$ cat src/rtl/mnacidpro_pkg.sv
// Shared definitions for the mnacidpro pneumatic sequencer: state encoding, valve
// bit positions, per-stage valve-open masks and the peristaltic pump pattern table.
package mnacidpro_pkg;

    typedef enum logic [2:0] {
        ST_IDLE    = 3'd0,
        ST_BEAD    = 3'd1,
        ST_LYSIS   = 3'd2,
        ST_BIND    = 3'd3,
        ST_WASH    = 3'd4,
        ST_ELUTE   = 3'd5,
        ST_COLLECT = 3'd6,
        ST_SETTLE  = 3'd7
    } state_t;

    localparam int NUM_VALVES  = 11;
    localparam int V_LYSIS     = 0;
    localparam int V_WASH      = 1;
    localparam int V_ELUTE     = 2;
    localparam int V_DEAD_END  = 3;
    localparam int V_VERTICAL  = 4;
    localparam int V_HORIZ     = 5;
    localparam int V_WASTE     = 6;
    localparam int V_BEAD      = 7;
    localparam int V_LOOP_EXIT = 8;
    localparam int V_BEAD_TRAP = 9;
    localparam int V_COLLECT   = 10;

    // A set bit marks a valve that is vented (open) during the stage.
    localparam logic [NUM_VALVES-1:0] OPEN_BEAD    = 11'(1 << V_BEAD) | 11'(1 << V_VERTICAL);
    localparam logic [NUM_VALVES-1:0] OPEN_LYSIS   = 11'(1 << V_LYSIS) | 11'(1 << V_DEAD_END) |
                                                     11'(1 << V_HORIZ);
    localparam logic [NUM_VALVES-1:0] OPEN_BIND    = 11'(1 << V_VERTICAL) | 11'(1 << V_HORIZ);
    localparam logic [NUM_VALVES-1:0] OPEN_WASH    = 11'(1 << V_WASH) | 11'(1 << V_WASTE);
    localparam logic [NUM_VALVES-1:0] OPEN_ELUTE   = 11'(1 << V_ELUTE) | 11'(1 << V_HORIZ);
    localparam logic [NUM_VALVES-1:0] OPEN_COLLECT = 11'(1 << V_LOOP_EXIT) | 11'(1 << V_COLLECT);

    localparam logic [2:0] PUMP_HOLD = 3'b111;

    function automatic logic [2:0] pump_pattern(input logic [2:0] phase);
        logic [2:0] p;
        case (phase)
            3'd0:    p = 3'b101;
            3'd1:    p = 3'b100;
            3'd2:    p = 3'b110;
            3'd3:    p = 3'b010;
            3'd4:    p = 3'b011;
            3'd5:    p = 3'b001;
            default: p = PUMP_HOLD;
        endcase
        return p;
    endfunction

    // Control-line levels (1 = pressurised/closed) driven while in state s.
    function automatic logic [NUM_VALVES-1:0] valve_ctrl(input state_t s);
        logic [NUM_VALVES-1:0] v;
        case (s)
            ST_BEAD:    v = ~OPEN_BEAD;
            ST_LYSIS:   v = ~OPEN_LYSIS;
            ST_BIND:    v = ~OPEN_BIND;
            ST_WASH:    v = ~OPEN_WASH;
            ST_ELUTE:   v = ~OPEN_ELUTE;
            ST_COLLECT: v = ~OPEN_COLLECT;
            default:    v = '1;
        endcase
        return v;
    endfunction

    function automatic logic is_pumping(input state_t s);
        return (s != ST_IDLE) && (s != ST_SETTLE);
    endfunction

    function automatic state_t next_stage(input state_t s);
        state_t n;
        case (s)
            ST_BEAD:  n = ST_LYSIS;
            ST_LYSIS: n = ST_BIND;
            ST_BIND:  n = ST_WASH;
            ST_WASH:  n = ST_ELUTE;
            ST_ELUTE: n = ST_COLLECT;
            default:  n = ST_IDLE;
        endcase
        return n;
    endfunction

endpackage

$ cat src/rtl/mnacidpro_pump_phaser.sv
// Peristaltic pump phase generator: each of the six pattern phases is held for
// PUMP_DIV cycles; stroke marks the last cycle of phase 5.
module mnacidpro_pump_phaser
    import mnacidpro_pkg::*;
#(
    parameter int PUMP_DIV = 4
) (
    input  logic       clk,
    input  logic       rst,
    input  logic       en,
    input  logic       restart,
    output logic [2:0] pump,
    output logic       stroke
);

    localparam int DW = (PUMP_DIV > 1) ? $clog2(PUMP_DIV) : 1;
    localparam logic [DW-1:0] DIV_LAST = DW'(PUMP_DIV - 1);

    logic [DW-1:0] r_div;
    logic [2:0]    r_phase;
    logic          r_active;
    logic [2:0]    r_pump;
    logic [DW-1:0] w_div_n;
    logic [2:0]    w_phase_n;
    logic          w_phase_end;

    assign w_phase_end = (r_div == DIV_LAST);
    assign stroke      = r_active && w_phase_end && (r_phase == 3'd5);
    assign pump        = r_pump;

    // en/restart describe the coming cycle, so the pattern register lines up with the stage.
    always_comb begin
        w_div_n   = '0;
        w_phase_n = 3'd0;
        if (en && !restart) begin
            if (w_phase_end) begin
                w_phase_n = (r_phase == 3'd5) ? 3'd0 : r_phase + 3'd1;
            end else begin
                w_div_n   = r_div + 1'b1;
                w_phase_n = r_phase;
            end
        end
    end

    always_ff @(posedge clk) begin
        if (rst) begin
            r_div    <= '0;
            r_phase  <= 3'd0;
            r_active <= 1'b0;
            r_pump   <= PUMP_HOLD;
        end else begin
            r_div    <= w_div_n;
            r_phase  <= w_phase_n;
            r_active <= en;
            r_pump   <= en ? pump_pattern(w_phase_n) : PUMP_HOLD;
        end
    end

endmodule

$ cat src/rtl/mnacidpro_sequencer.sv
// Stage sequencer for the mnacidpro chip: bead load, lysis, bind, wash, elute and
// collect, with an all-closed settle between stages and a rotating collect outlet.
module mnacidpro_sequencer
    import mnacidpro_pkg::*;
#(
    parameter int SIZE            = 7,
    parameter int PUMP_DIV        = 4,
    parameter int BEAD_STROKES    = 2,
    parameter int LYSIS_STROKES   = 8,
    parameter int BIND_STROKES    = 16,
    parameter int WASH_STROKES    = 8,
    parameter int ELUTE_STROKES   = 8,
    parameter int COLLECT_STROKES = 4,
    parameter int SETTLE_CYC      = 8,
    localparam int OW = (SIZE > 1) ? $clog2(SIZE) : 1
) (
    input  logic          clk,
    input  logic          rst,
    input  logic          start,
    input  logic          abort,
    output logic          busy,
    output logic          done,
    output logic [OW-1:0] outlet_idx,
    output logic [2:0]    stage,
    output logic          lysis_ctrl,
    output logic          wash_ctrl,
    output logic          elute_ctrl,
    output logic          dead_end_ctrl,
    output logic          vertical_ctrl,
    output logic          horiz_ctrl,
    output logic          waste_ctrl,
    output logic          bead_ctrl,
    output logic          loop_exit_ctrl,
    output logic          bead_trap_ctrl,
    output logic          collect_ctrl,
    output logic [2:0]    pump
);

    function automatic int max_i(input int a, input int b);
        return (a > b) ? a : b;
    endfunction

    localparam int MAX_STROKES = max_i(max_i(max_i(BEAD_STROKES, LYSIS_STROKES), max_i(BIND_STROKES, WASH_STROKES)),
                                       max_i(ELUTE_STROKES, COLLECT_STROKES));
    localparam int SW = $clog2(MAX_STROKES + 1);
    localparam int CW = $clog2(SETTLE_CYC + 1);
    localparam logic [CW-1:0] SETTLE_LAST = CW'(SETTLE_CYC - 1);
    localparam logic [OW-1:0] OUTLET_LAST = OW'(SIZE - 1);

    function automatic logic [SW-1:0] last_stroke(input state_t s);
        logic [SW-1:0] n;
        case (s)
            ST_BEAD:    n = SW'(BEAD_STROKES - 1);
            ST_LYSIS:   n = SW'(LYSIS_STROKES - 1);
            ST_BIND:    n = SW'(BIND_STROKES - 1);
            ST_WASH:    n = SW'(WASH_STROKES - 1);
            ST_ELUTE:   n = SW'(ELUTE_STROKES - 1);
            ST_COLLECT: n = SW'(COLLECT_STROKES - 1);
            default:    n = '0;
        endcase
        return n;
    endfunction

    state_t                r_state, w_next_state;
    state_t                r_ret, w_next_ret;
    logic                  r_aborting, w_next_aborting;
    logic [SW-1:0]         r_strokes, w_strokes_n;
    logic [CW-1:0]         r_settle, w_settle_n;
    logic                  w_done_n;
    logic                  w_outlet_inc;
    logic                  r_done;
    logic                  r_busy;
    logic [OW-1:0]         r_outlet;
    logic [NUM_VALVES-1:0] r_valves;
    logic                  w_stroke;
    logic                  w_phaser_en;
    logic                  w_phaser_restart;

    assign w_phaser_en      = is_pumping(w_next_state);
    assign w_phaser_restart = w_phaser_en && !is_pumping(r_state);

    mnacidpro_pump_phaser #(
        .PUMP_DIV (PUMP_DIV)
    ) u_phaser (
        .clk     (clk),
        .rst     (rst),
        .en      (w_phaser_en),
        .restart (w_phaser_restart),
        .pump    (pump),
        .stroke  (w_stroke)
    );

    // start is a level sampled only in IDLE; abort is a level honoured in every busy
    // state except the abort settle itself, and beats start when both are high in IDLE.
    always_comb begin
        w_next_state    = r_state;
        w_next_ret      = r_ret;
        w_next_aborting = r_aborting;
        w_strokes_n     = r_strokes;
        w_settle_n      = r_settle;
        w_done_n        = 1'b0;
        w_outlet_inc    = 1'b0;
        case (r_state)
            ST_IDLE: begin
                if (start && !abort) begin
                    w_next_state = ST_BEAD;
                    w_strokes_n  = '0;
                end
            end
            ST_SETTLE: begin
                if (r_settle == SETTLE_LAST) begin
                    w_settle_n = '0;
                    if (r_aborting || (r_ret == ST_IDLE)) begin
                        w_next_state    = ST_IDLE;
                        w_next_aborting = 1'b0;
                        w_done_n        = !r_aborting;
                        w_outlet_inc    = !r_aborting;
                    end else begin
                        w_next_state = r_ret;
                        w_strokes_n  = '0;
                    end
                end else begin
                    w_settle_n = r_settle + 1'b1;
                end
            end
            default: begin
                if (w_stroke) begin
                    if (r_strokes == last_stroke(r_state)) begin
                        w_next_state = ST_SETTLE;
                        w_next_ret   = next_stage(r_state);
                        w_settle_n   = '0;
                    end else begin
                        w_strokes_n = r_strokes + 1'b1;
                    end
                end
            end
        endcase

        if (abort && (r_state != ST_IDLE) && !r_aborting) begin
            w_next_state    = ST_SETTLE;
            w_next_ret      = ST_IDLE;
            w_next_aborting = 1'b1;
            w_settle_n      = '0;
            w_done_n        = 1'b0;
            w_outlet_inc    = 1'b0;
        end
    end

    // Output registers load from the next state so they change together with r_state.
    always_ff @(posedge clk) begin
        if (rst) begin
            r_state    <= ST_IDLE;
            r_ret      <= ST_IDLE;
            r_aborting <= 1'b0;
            r_strokes  <= '0;
            r_settle   <= '0;
            r_done     <= 1'b0;
            r_busy     <= 1'b0;
            r_outlet   <= '0;
            r_valves   <= '1;
        end else begin
            r_state    <= w_next_state;
            r_ret      <= w_next_ret;
            r_aborting <= w_next_aborting;
            r_strokes  <= w_strokes_n;
            r_settle   <= w_settle_n;
            r_done     <= w_done_n;
            r_busy     <= (w_next_state != ST_IDLE);
            r_valves   <= valve_ctrl(w_next_state);
            if (w_outlet_inc) begin
                r_outlet <= (r_outlet == OUTLET_LAST) ? '0 : r_outlet + 1'b1;
            end
        end
    end

    assign busy           = r_busy;
    assign done           = r_done;
    assign outlet_idx     = r_outlet;
    assign stage          = r_state;
    assign lysis_ctrl     = r_valves[V_LYSIS];
    assign wash_ctrl      = r_valves[V_WASH];
    assign elute_ctrl     = r_valves[V_ELUTE];
    assign dead_end_ctrl  = r_valves[V_DEAD_END];
    assign vertical_ctrl  = r_valves[V_VERTICAL];
    assign horiz_ctrl     = r_valves[V_HORIZ];
    assign waste_ctrl     = r_valves[V_WASTE];
    assign bead_ctrl      = r_valves[V_BEAD];
    assign loop_exit_ctrl = r_valves[V_LOOP_EXIT];
    assign bead_trap_ctrl = r_valves[V_BEAD_TRAP];
    assign collect_ctrl   = r_valves[V_COLLECT];

endmodule

$ cat config.mk
export PLATFORM = sky130hd
export DESIGN_NAME = mnacidpro_sequencer
export DESIGN_NICKNAME = d
export VERILOG_FILES = /design/src/rtl/mnacidpro_pkg.sv /design/src/rtl/mnacidpro_pump_phaser.sv /design/src/rtl/mnacidpro_sequencer.sv
export SDC_FILE = /design/constraint.sdc
export NUM_CORES = 1
export LEC_CHECK = 0
export CAP_MARGIN = 10
export CORE_UTILIZATION = 45
export CTS_CLUSTER_DIAMETER = 50
export DETAILED_ROUTE_END_ITERATION = 6
export PLACE_DENSITY = 0.67
export RECOVER_POWER = 25
export SLEW_MARGIN = 10
export SYNTH_ARGS = -nofsm -noshare
export SYNTH_HDL_FRONTEND = slang
export SYNTH_SLANG_ARGS = --single-unit
$ cat constraint.sdc
create_clock -name clk -period 5.72 [get_ports clk]
set_clock_uncertainty 0.15 [all_clocks]
set_input_delay 1.716 -clock clk [delete_from_list [all_inputs] [get_ports clk]]
set_output_delay 1.716 -clock clk [all_outputs]
set_load 0.01 [all_outputs]
==> run summary, run 1 <==
The total length of routed wires was 4.387 mm. Leakage power: 0.7683 nW. For this configuration, the core starts out at a cell density of 46.83%.

The combined global-route utilization of all metal layers was 18.64%; the fraction of final layout cells sized beyond drive strength 1 was 11.34%. The run gives 4384 sq um as the area inside the core boundary. Internal power comes to 431.3 uW. STA classifies the critical path endpoint as a flip-flop. For this design the total switching power over the nets is 221.0 uW. Net switching is 33.88% of the power. After legalization and detailed placement, the total HPWL measured 2.945 mm. At the pin with the least slew margin, the transition time is 0.8490 ns. The global route total overflow is 0, and the footprint of the multi-input gates is 1137 sq um.

The highest fanout seen on the critical path works out to 12. Of all cell types, the one taking the most synthesized area is sky130_fd_sc_hd__dfxtp_1. Startpoint class of the critical path: an input port. The clock passes through at most 2 buffers. Async set-reset flop share out of synthesis: 0%. The logs give 0.8219 for the last weighted congestion value of the routability-driven placer and 26.7% for the proportion of power drawn by combinational gates.

The final net count is 253. Max-cap violations in this run came to 0. Capture instance of the worst register-to-register path: u_phaser.r_div[1].

The sequential cells in the finished layout cover a total of 740.7 sq um. The floorplan step set the die width to 69.55 um. Of the total power, the clock network draws 27.6%. The run finished with clean final reports. The cell count after synthesis came out at 232. Count of hold-fix buffers inserted at cts: 0.

The clock-pin slew on the worst setup and hold paths was 0.07 ns. The run gives 428 as the layout filler cell count. The most critical setup path has its startpoint at abort. Relative to the synthesized area, the layout overhead comes to 11.46%.

The required time reported for the critical path endpoint was 5.80 ns; the mean cell area of the mapped netlist was 8.850 sq um. The placement-stage cell area is 2206 sq um, and the worst reg-to-reg setup slack is 2.89 ns. After the first detailed-routing iteration, the DRC count stood at 139. The worst reg-to-reg path cell count is 5, and the accumulated negative setup slack is 0 ns. For the final standard cell utilization of the core, the log shows 52.20%. The number of antenna violations at the first check in global routing was 0. The run gives 0.2794 GHz as the highest clock frequency the design can meet.

In the routed design, unresolved DRC markers number 0. The worst path needs 3.579 ns of the cycle, external delays included. The detail route stage leaves a number of antenna-violating nets equal to 0. The count of TritonRoute iterations in the first routing pass is 5. For the number of placement rows, the log shows 24. For the antenna diode count, the log shows 0.

Leaving out fill and tap cells, the most frequent cell in the layout is sky130_fd_sc_hd__dfxtp_1. 26 I/O pins were placed. The final critical path takes up 62.57% of the cycle. The worst hold slack was 0.3109 ns; the data arrival time of the critical path was 3.66 ns. In the layout the commonest cells are sky130_fd_sc_hd__dfxtp_1 (37), sky130_fd_sc_hd__a21oi_1 (23), sky130_fd_sc_hd__nor2_1 (18).

Setup repair after global routing left no endpoint under its margin. TritonCTS built the clock tree. The total power divided by cell area came out at 285.1 nW/um^2. The buffer cell driving the clock tree root is sky130_fd_sc_hd__clkbuf_8.

The floorplan step set the die height to 69.55 um. The tightest min-delay check is of the flip-flop to flip-flop type. Yosys attributes the largest share of cell area to sky130_fd_sc_hd__dfxtp_1 (36%), sky130_fd_sc_hd__a21oi_1 (5.6%), sky130_fd_sc_hd__clkbuf_8 (3.4%). The synthesized design contains 0 enable-type register cells. The tools report the count of endpoints failing hold in the final timing report as 0. During placement, the flow inserted port buffers numbering 24.

Capture point of the worst path: u_phaser.r_div[1]. For the sink count of the clock tree, the log shows 37. Setup violations remaining at the end of the flow were counted as 0.

In this run, distinct cell masters in the synthesized netlist total 60. The dominant register cell in the synthesized netlist was sky130_fd_sc_hd__dfxtp_1. The total via count in the routed design was 1,726. H-tree depth: 2.

The Yosys step of the flow raised 0 warnings. After detailed routing, the average wire length per cell comes to 14.67 um. Per report_power, the sequential group accounts for 45.7% of the total. Sequential share of the synthesized area: 36.08%. The synthesized design devotes to its leading area cell type 36.08% of total area. The number of global-route vias before repair is 1,587. Dividing the detail-routed via count by the number of cells gives 5.773.

For the first-pass GRT wire length, the log shows 7.327 mm. The startpoint identified for the worst register-to-register timing path is stage[1]. The worst-case IR drop observed on VDD is 0.0001449 V.

The total of cells resized after clock tree synthesis is 0, and the number of synthesized register bits is 37. The die covers 4837 sq um. The run gives 19 as the largest net degree at the start of global routing. The clock reaches the later pin of the worst-skew pair after 0.29 ns.

With fillers left out, the area of the finished cells amounts to 2288 sq um. The logs give 0 for the max-slew violation count and 5 for the CTS buffer count. The run gives 43.40% as the max-slew headroom at the worst pin. The total nets after synthesis is 239.

The startpoint-to-endpoint class of the critical path was input port to flip-flop. The tools report the number of setup buffers added after CTS as 0. Summing every instance area after synthesis gives 2053 sq um.
==> flip-flops by register name, summed over array words and instances (netlist names) <==
register,count
busy,1
u_phaser.r_phase,3
r_valves,7
done,1
r_settle,4
r_strokes,5
u_phaser.r_div,2
u_phaser.r_active,1
stage,3
r_ret,3
r_aborting,1
outlet_idx,3
u_phaser.pump,3
==> cell type report <==
type	instances	share of cell area, %
timing repair buffer	24	10.50
inverter	6	0.9841
multi-input combinational	172	49.70
sequential	37	32.37
clock buffer	6	3.171
tap	52	2.843
clock inverter	2	0.4374
==> cell usage after synthesis, types with 5 or more instances <==
master and count:
sky130_fd_sc_hd__a21oi_1 23, sky130_fd_sc_hd__a31oi_1 8, sky130_fd_sc_hd__clkbuf_8 5, sky130_fd_sc_hd__dfxtp_1 37, sky130_fd_sc_hd__inv_1 6, sky130_fd_sc_hd__nand2_1 15, sky130_fd_sc_hd__nand3_1 11, sky130_fd_sc_hd__nor2_1 18
sky130_fd_sc_hd__nor3_1 10, sky130_fd_sc_hd__o211ai_1 5, sky130_fd_sc_hd__o21ai_0 8, sky130_fd_sc_hd__o31ai_1 6, sky130_fd_sc_hd__or4_1 5
==> power groups by stage <==
stage / Clock, mW / Combinational [mW] / Sequential (mW)
floorplan: 0 / 0.145 / 0.298
global placement: 0 / 0.174 / 0.304
detailed placement: 0 / 0.177 / 0.303
CTS: 0.185 / 0.177 / 0.298
global route: 0.196 / 0.191 / 0.301
finish: 0.180 / 0.174 / 0.298
==> critical path: stages <==
cell and delay (ns):
sky130_fd_sc_hd__dlygate4sd3_1 0.59, sky130_fd_sc_hd__nor3b_2 0.20, sky130_fd_sc_hd__a21oi_1 0.68, sky130_fd_sc_hd__o31a_1 0.27, sky130_fd_sc_hd__and4_1 0.19
==> layer usage <==
layer	wire (um)	part of all wire [%]	GRT usage, %	vias to the layer above
met5	0	0	0	-
met4	67	1.5	7.029	0
met3	217	4.9	3.488	8
met2	1946	44	28.37	44
met1	2156	49	26.11	784
li1	-	-	-	890
==> metrics by stage <==
| step | worst slack (ns) | power [mW] | instances |
|---|---|---|---|
| after floorplan | 2.651 | 0.4431 | 232 |
| after global placement | 2.016 | 0.4783 | 291 |
| after detailed placement | 1.934 | 0.4797 | 291 |
| after CTS | 2.234 | 0.6606 | 299 |
| after global routing | 2.019 | 0.6880 | 299 |
| final | 2.141 | 0.6524 | 299 |
==> cell families after synthesis <==
kind of cell	share of synthesized area (%)
DFF	36.08
other	0.1826
adders and majority gates	1.828
muxes	0.4875
xor gates and xnor gates	1.707
AOI/OAI and AO/OA	25.72
buffers and inverters	8.531
and+or+nand+nor	25.47
==> how the worst min path moves through the flow <==
stage / startpoint / end / cells past startpoint
2_1_floorplan: u_phaser.r_div[0] / u_phaser.r_div[0] / 1
3_3_place_gp: u_phaser.r_div[0] / u_phaser.r_div[0] / 1
3_5_place_dp: u_phaser.r_div[0] / u_phaser.r_div[0] / 1
4_1_cts: u_phaser.r_div[0] / u_phaser.r_div[0] / 1
5_1_grt: u_phaser.r_div[0] / u_phaser.r_div[0] / 1
6_report: u_phaser.r_div[0] / u_phaser.r_div[0] / 1
No activity file was read; power rests on OpenSTA's default activity.
==> run 2: changes to the inputs <==
clock period = 3.69 ns   (was 5.72 ns; I/O delays follow)
==> run 2 against run 1 <==
Net effect: register-to-register slack worse by 2.0 ns; power rose by 70%; first-iteration DRC count is 26% lower; sequential share of layout area down 0.52 points; worst hold slack improved by 0.0089 ns; setup slack got worse by 1.4 ns; utilization increased by 0.86 points; critical path depth is the same; clock-buffer cell count stayed put.
==> run summary, run 2 (synthesis gave the netlist of run 1 again) <==
The overall die area came out at 4837 sq um. The floorplan has 24 rows. Data on the critical path is required at its endpoint by 3.78 ns. The accumulated negative setup slack is 0 ns. The top register by number of flip-flops was r_valves. For this design the top-level I/O count stands at 26.

The average wire per standard cell is 14.52 um, and the worst hold slack is 0.3198 ns. STA classifies the critical path endpoint as a flip-flop. The worst setup path is of the input port to flip-flop kind. The number of vias per cell after detailed routing was 5.896; the global route total overflow was 0.

For this design, the sink count on the clock tree is 37. The switching power share of the total came out at 31.62%. The number of flip-flops under the largest register name was 7. Including well taps, the total number of placed cells is 291.

Final standard cell utilization of the core: 53.05%. Post-CTS timing repair inserted 0 buffers for setup. For the leakage power, the log shows 0.7808 nW.

The tools report the area inside the core boundary as 4384 sq um. At the pin with the least slew margin, the transition time is 0.8561 ns. The final route contains 1,763 vias.

Relative to the synthesized area, the layout overhead comes to 13.28%. The switching component of the power is 350.1 uW, and the number of nets still failing antenna checks after routing is 0. For the max-slew headroom at the worst pin, the log shows 42.93%. The tools report the antenna diode count as 0. Derived from the worst setup path, the maximum achievable clock frequency is 0.3370 GHz. In the routed design, unresolved DRC markers number 0. The root buffer cell chosen for the clock tree is sky130_fd_sc_hd__clkbuf_8. Fill cells in the final layout number 408. The H-tree was split into 2 levels. In the final layout, the registers with the most flip-flops are r_valves: 7 flops, r_strokes: 5 flops, r_settle: 4 flops. Global routing used 18.66% of the available tracks. The post-detailed-placement half-perimeter wirelength came out at 2.949 mm. The number of global-route vias before repair was 1,534. TritonCTS built the clock tree. Entering global routing, the biggest net connects 19 pins. Setup repair after global routing left no endpoint under its margin. The run gives 2 as the number of buffers between clock root and the deepest sink.

The final critical-path required period came out at 2.968 ns. The number of antenna violations at the first check in global routing is 0, and the footprint of the multi-input gates is 1137 sq um. In this run, the number of DRC markers left after iteration 0 of detailed routing was 103. Port buffering added 24 buffers.

Setup violations remaining at the end of the flow were counted as 0. Once the clock tree was built, the resizer swapped 0 gates to a different size. The first global-routing pass estimated 7.231 mm of wire. The effective utilization at floorplan is 46.83%, and the post-route non-filler standard cell count is 299. The tools report the max-slew violation count as 0.

The startpoint class of the critical path was an input port. Of the total power, the clock network draws 33.9%. For this design, the CTS-stage hold fixing added 0 buffers. The most common cell after layout, fill and taps aside was sky130_fd_sc_hd__dfxtp_1. Clock tree synthesis inserted a total of 5 buffers.

The type of the most critical hold path was flip-flop to flip-flop. The run gives 0 as the count of endpoints failing hold in the final timing report. The worst path uses 80.42% of the clock period.

The part of the power in registers is 41.7%, and the max-capacitance violation count is 0. After the last flow step, the layout net total stands at 253. After clock tree synthesis, the clock-pin slew on the worst setup and hold paths is 0.08 ns.

The data arrival time of the critical path was 3.06 ns. The highest fanout seen on the critical path was 12; the fraction of final layout cells sized beyond drive strength 1 was 11.74%. The tools report the clock insertion delay at the later pin of the skew report as 0.29 ns. The register area is 740.7 sq um, and the maximum vdd drop is 0.0003308 V. Cell internal power was estimated by the tool at 757.2 uW. The vertical extent of the die was 69.55 um; the total length of routed wires was 4.340 mm. The run gives 0.8233 as the last weighted congestion value of the routability-driven placer. The die span in x was 69.55 um; the count of TritonRoute iterations in the first routing pass was 4.

Of the total power, combinational logic draws 24.4%. Leaving out fill and tap cells, the most frequent cells in the layout are sky130_fd_sc_hd__dfxtp_1 (37), sky130_fd_sc_hd__a21oi_1 (23), sky130_fd_sc_hd__nor2_1 (18). The total power divided by cell area came out at 476.1 nW/um^2. The run finished with clean final reports.
[run 2: changes by cell type in the layout (fill, tap and decap cells not counted), sizes merged]
cell,previous run,this run
bufinv,0,1
clkinvlp,0,1
clkinv,2,0
[run 2: area by class of cell]
cell class	count	share of cell area, %
multi-input cells	172	48.90
clock inverters	2	1.614
clock buffers	6	3.550
well taps	52	2.797
flip-flops and latches	37	31.85
inverters	6	0.9683
repair buffers	24	10.33
[run 2: metrics by stage]
stage	cell area [sq um]	setup WS, ns	power, mW
after CTS	2326	0.8084	1.119
after floorplan	2053	1.230	0.6868
after detailed placement	2206	0.5233	0.7434
after global routing	2326	0.5703	1.165
final	2326	0.7223	1.107
after global placement	2206	0.5942	0.7414
[run 2: routing by layer]
metal	vias up	GRT usage, %	part of all wire, %
met1	810	26.07	49
met5	-	0	0
met3	7	4.797	5.4
met4	0	6.803	1.4
li1	893	-	-
met2	53	27.62	44
[run 2: path summary, 6_finish.rpt]
check | to | from | slack, ns | depth (start not counted)
worst max register to register | u_phaser.r_div[1] | stage[1] | 0.90 | 5
worst min register to register | u_phaser.r_div[0] | u_phaser.r_div[0] | 0.32 | 1
worst min-delay path | u_phaser.r_div[0] | u_phaser.r_div[0] | 0.32 | 1
worst max-delay path | u_phaser.r_div[1] | abort | 0.72 | 5
[run 2: worst max-delay path, cell delays in order]
cell,delay [ns]
sky130_fd_sc_hd__dlygate4sd3_1,0.59
sky130_fd_sc_hd__nor3b_2,0.20
sky130_fd_sc_hd__a21oi_1,0.69
sky130_fd_sc_hd__o31a_1,0.27
sky130_fd_sc_hd__and4_1,0.19
[run 2: power by group through the flow]
| stage | Combinational [mW] | Sequential, mW | Clock, mW |
|---|---|---|---|
| 5_1_grt | 0.294 | 0.467 | 0.404 |
| 2_1_floorplan | 0.225 | 0.462 | 0 |
| 6_report | 0.270 | 0.462 | 0.375 |
| 4_1_cts | 0.275 | 0.462 | 0.382 |
| 3_5_place_dp | 0.274 | 0.470 | 0 |
| 3_3_place_gp | 0.270 | 0.472 | 0 |
==> run 3: changes to the inputs <==
clock period = 2.9 ns   (was 3.69 ns; I/O delays follow)
==> run 3 against run 2 <==
Net effect: die area did not move; final cell count rose by 3.0%; clock-buffer cell count fell by 1; power rose by 28%; wire length rose by 1.4%; via count rose by 1.6%; largest power group unchanged.
==> run summary, run 3 (synthesis gave the netlist of run 1 again) <==
The flow ran to the end, and the final reports show no timing, DRC or antenna violations. Counting flops per register, the top entry is r_valves. The post-route netlist has 14.45% of its cells at a drive strength greater than 1. The tools report the total of cells resized after clock tree synthesis as 0. The clock passes through at most 2 buffers. The data arrival time of the critical path was 2.71 ns. The layout filler cell count is 396, and the antenna diode count is 0.

The core region is 4384 sq um. The total via count in the routed design is 1,792. Setup repair after global routing left no endpoint under its margin. The run gives 26 as the number of I/O pins. Post-CTS timing repair inserted 0 buffers for setup. The clock insertion delay at the later pin of the skew report was 0.30 ns.

Kind of cell adding the most delay to the critical path: simple AND/OR/NAND/NOR gates. The count of nets left with antenna violations once routing finished came out at 0. Sequential cells account for 40.5% of the total power.

Sink count of the clock tree: 37. In the layout the commonest cells are sky130_fd_sc_hd__dfxtp_1 (37), sky130_fd_sc_hd__a21oi_1 (23), sky130_fd_sc_hd__nor2_1 (18). For this design the total switching power over the nets is 448.3 uW. The transition time at the pin with the least slew margin is 0.7281 ns, and the switching power share of the total is 31.74%. The count of endpoints failing setup in the final report was 0; the largest net degree at the start of global routing was 19. STA puts the critical path data required time at 2.97 ns.

The tools report the combined global-route utilization of all metal layers as 19.32%. The count of buffer and inverter cells on the critical path came out at 1. The initialized floorplan defines 24 standard-cell rows. Maximum vdd drop: 0.0003783 V.

In this run the worst hold path is classified as flip-flop to flip-flop. The run gives 0.8185 nW as the leakage power. The die is 69.55 um tall.

The proportion of power drawn by combinational gates was 27.2%. The worst path uses 90.97% of the clock period. The total power divided by cell area is 592.2 nW/um^2, and the CTS buffer count is 5. The final layout contains 262 nets. The count of endpoints failing hold in the final timing report is 0. The largest registers in the layout are r_valves: 7 flops, r_strokes: 5 flops, r_settle: 4 flops.

Dividing the detail-routed wire length by the instance count gives 14.29 um. For this block, the initial DRC count from the detailed router was 132. The max-slew violation count was 0; the port buffer count was 24. The part of the total power dissipated in the clock network was 32.3%. The number of global-route vias before repair is 1,571, and the worst stage delay on the critical path is 0.59 ns. The worst setup path is launched from an input port. The tools report the max-capacitance violation count as 0. Among all stages on the critical path, the largest delay is contributed by sky130_fd_sc_hd__dlygate4sd3_1.

The setup path with the least slack is of type input port to flip-flop. The highest fanout seen on the critical path was 10; the highest clock frequency the design can meet was 0.3790 GHz. Measured against its own limit, the worst slew margin works out to 51.46%. After legalization and detailed placement, the total HPWL measured 3.099 mm. The routed design has 4.401 mm of wire. The internal power of the cells totals 963.9 uW. The signal on the critical path passes through dlygate4sd3_1, nand2b_1, nand2_1, nand3_1, or4_1, a21oi_1.

The clock-pin slew on the worst setup and hold paths was 0.08 ns. The root buffer cell chosen for the clock tree is sky130_fd_sc_hd__clkbuf_8. In this run, post-CTS hold repair placed 0 buffers. The total overflow left after global routing is 0.

The most common cell after layout, fill and taps aside is sky130_fd_sc_hd__dfxtp_1. The die covers 4837 sq um. STA classifies the critical path endpoint as a flip-flop. For the finished layout, the period the worst path requires is 2.638 ns. The number of flip-flops under the largest register name was 7.

After detailed routing, the number of remaining DRC violations is 0. The H-tree was split into 2 levels. From synthesis to final layout, the design area changed by 16.15%. The first-pass GRT wire length was 7.431 mm; the post-route non-filler standard cell count was 308.

The run gives 0 as the number of antenna violations at the first check in global routing. The first TritonRoute pass finished after 4 iterations. The run gives 300 as the instance count after placement with tap cells included. At the end of routability-driven placement, the weighted congestion stood at 0.8296. Dividing the detail-routed via count by the number of cells gives 5.818. TritonCTS built the clock tree.

Effective utilization at floorplan: 46.83%. Accumulated negative setup slack: 0 ns. From left edge to right edge, the die measures 69.55 um.
run 3: cell count changes in the layout (fill, tap and decap cells not counted), sizes merged:
cell,change
buf,+8
clkinv,+1
run 3: power groups by stage:
stage	Combinational (mW)	Sequential, mW	Clock, mW
floorplan	0.286	0.588	0
global placement	0.387	0.585	0
detailed placement	0.386	0.584	0
CTS	0.389	0.574	0.467
global route	0.414	0.578	0.496
finish	0.384	0.573	0.456
run 3: metrics by stage:
step / hold WS, ns / cell area (sq um) / util (%) / total power, mW / setup slack, ns
detailed placement: 0.2841 / 2273 / 51.86 / 0.9693 / 0.1012
global placement: 0.2944 / 2273 / 51.86 / 0.9716 / 0.1444
CTS: 0.3051 / 2389 / 54.48 / 1.430 / 0.3513
global route: 0.3241 / 2385 / 54.40 / 1.488 / 0.03417
floorplan: 0.2700 / 2053 / - / 0.8739 / 0.6769
finish: 0.3027 / 2385 / 54.40 / 1.412 / 0.2618
run 3: path summary, 6_finish.rpt:
| path | start | end | slack, ns | cells after the start |
|---|---|---|---|---|
| hold reg to reg | u_phaser.r_div[0] | u_phaser.r_div[0] | 0.30 | 1 |
| setup reg to reg | stage[2] | stage[0] | 0.31 | 5 |
| setup / recovery | abort | r_strokes[3] | 0.26 | 6 |
| hold / removal | u_phaser.r_div[0] | u_phaser.r_div[0] | 0.30 | 1 |
run 3: cell type report:
cell class / count / area [sq um] / share of cell area [%]
Clock buffer: 5 / 68.82 / 2.886
Clock inverter: 3 / 46.29 / 1.941
Inverter: 6 / 22.52 / 0.9444
Multi-Input combinational cell: 172 / 1137 / 47.69
Sequential cell: 37 / 740.7 / 31.06
Tap cell: 52 / 65.06 / 2.728
Timing Repair Buffer: 33 / 304.0 / 12.75
run 3: layer usage:
layer | share of wire, % | wire length [um] | vias to the layer above | GRT usage (%)
li1 | - | - | 911 | -
met1 | 47 | 2087 | 816 | 25.30
met2 | 45 | 1981 | 60 | 30.53
met3 | 6.0 | 266 | 5 | 4.797
met4 | 1.5 | 65 | 0 | 7.483
met5 | 0 | 0 | - | 0
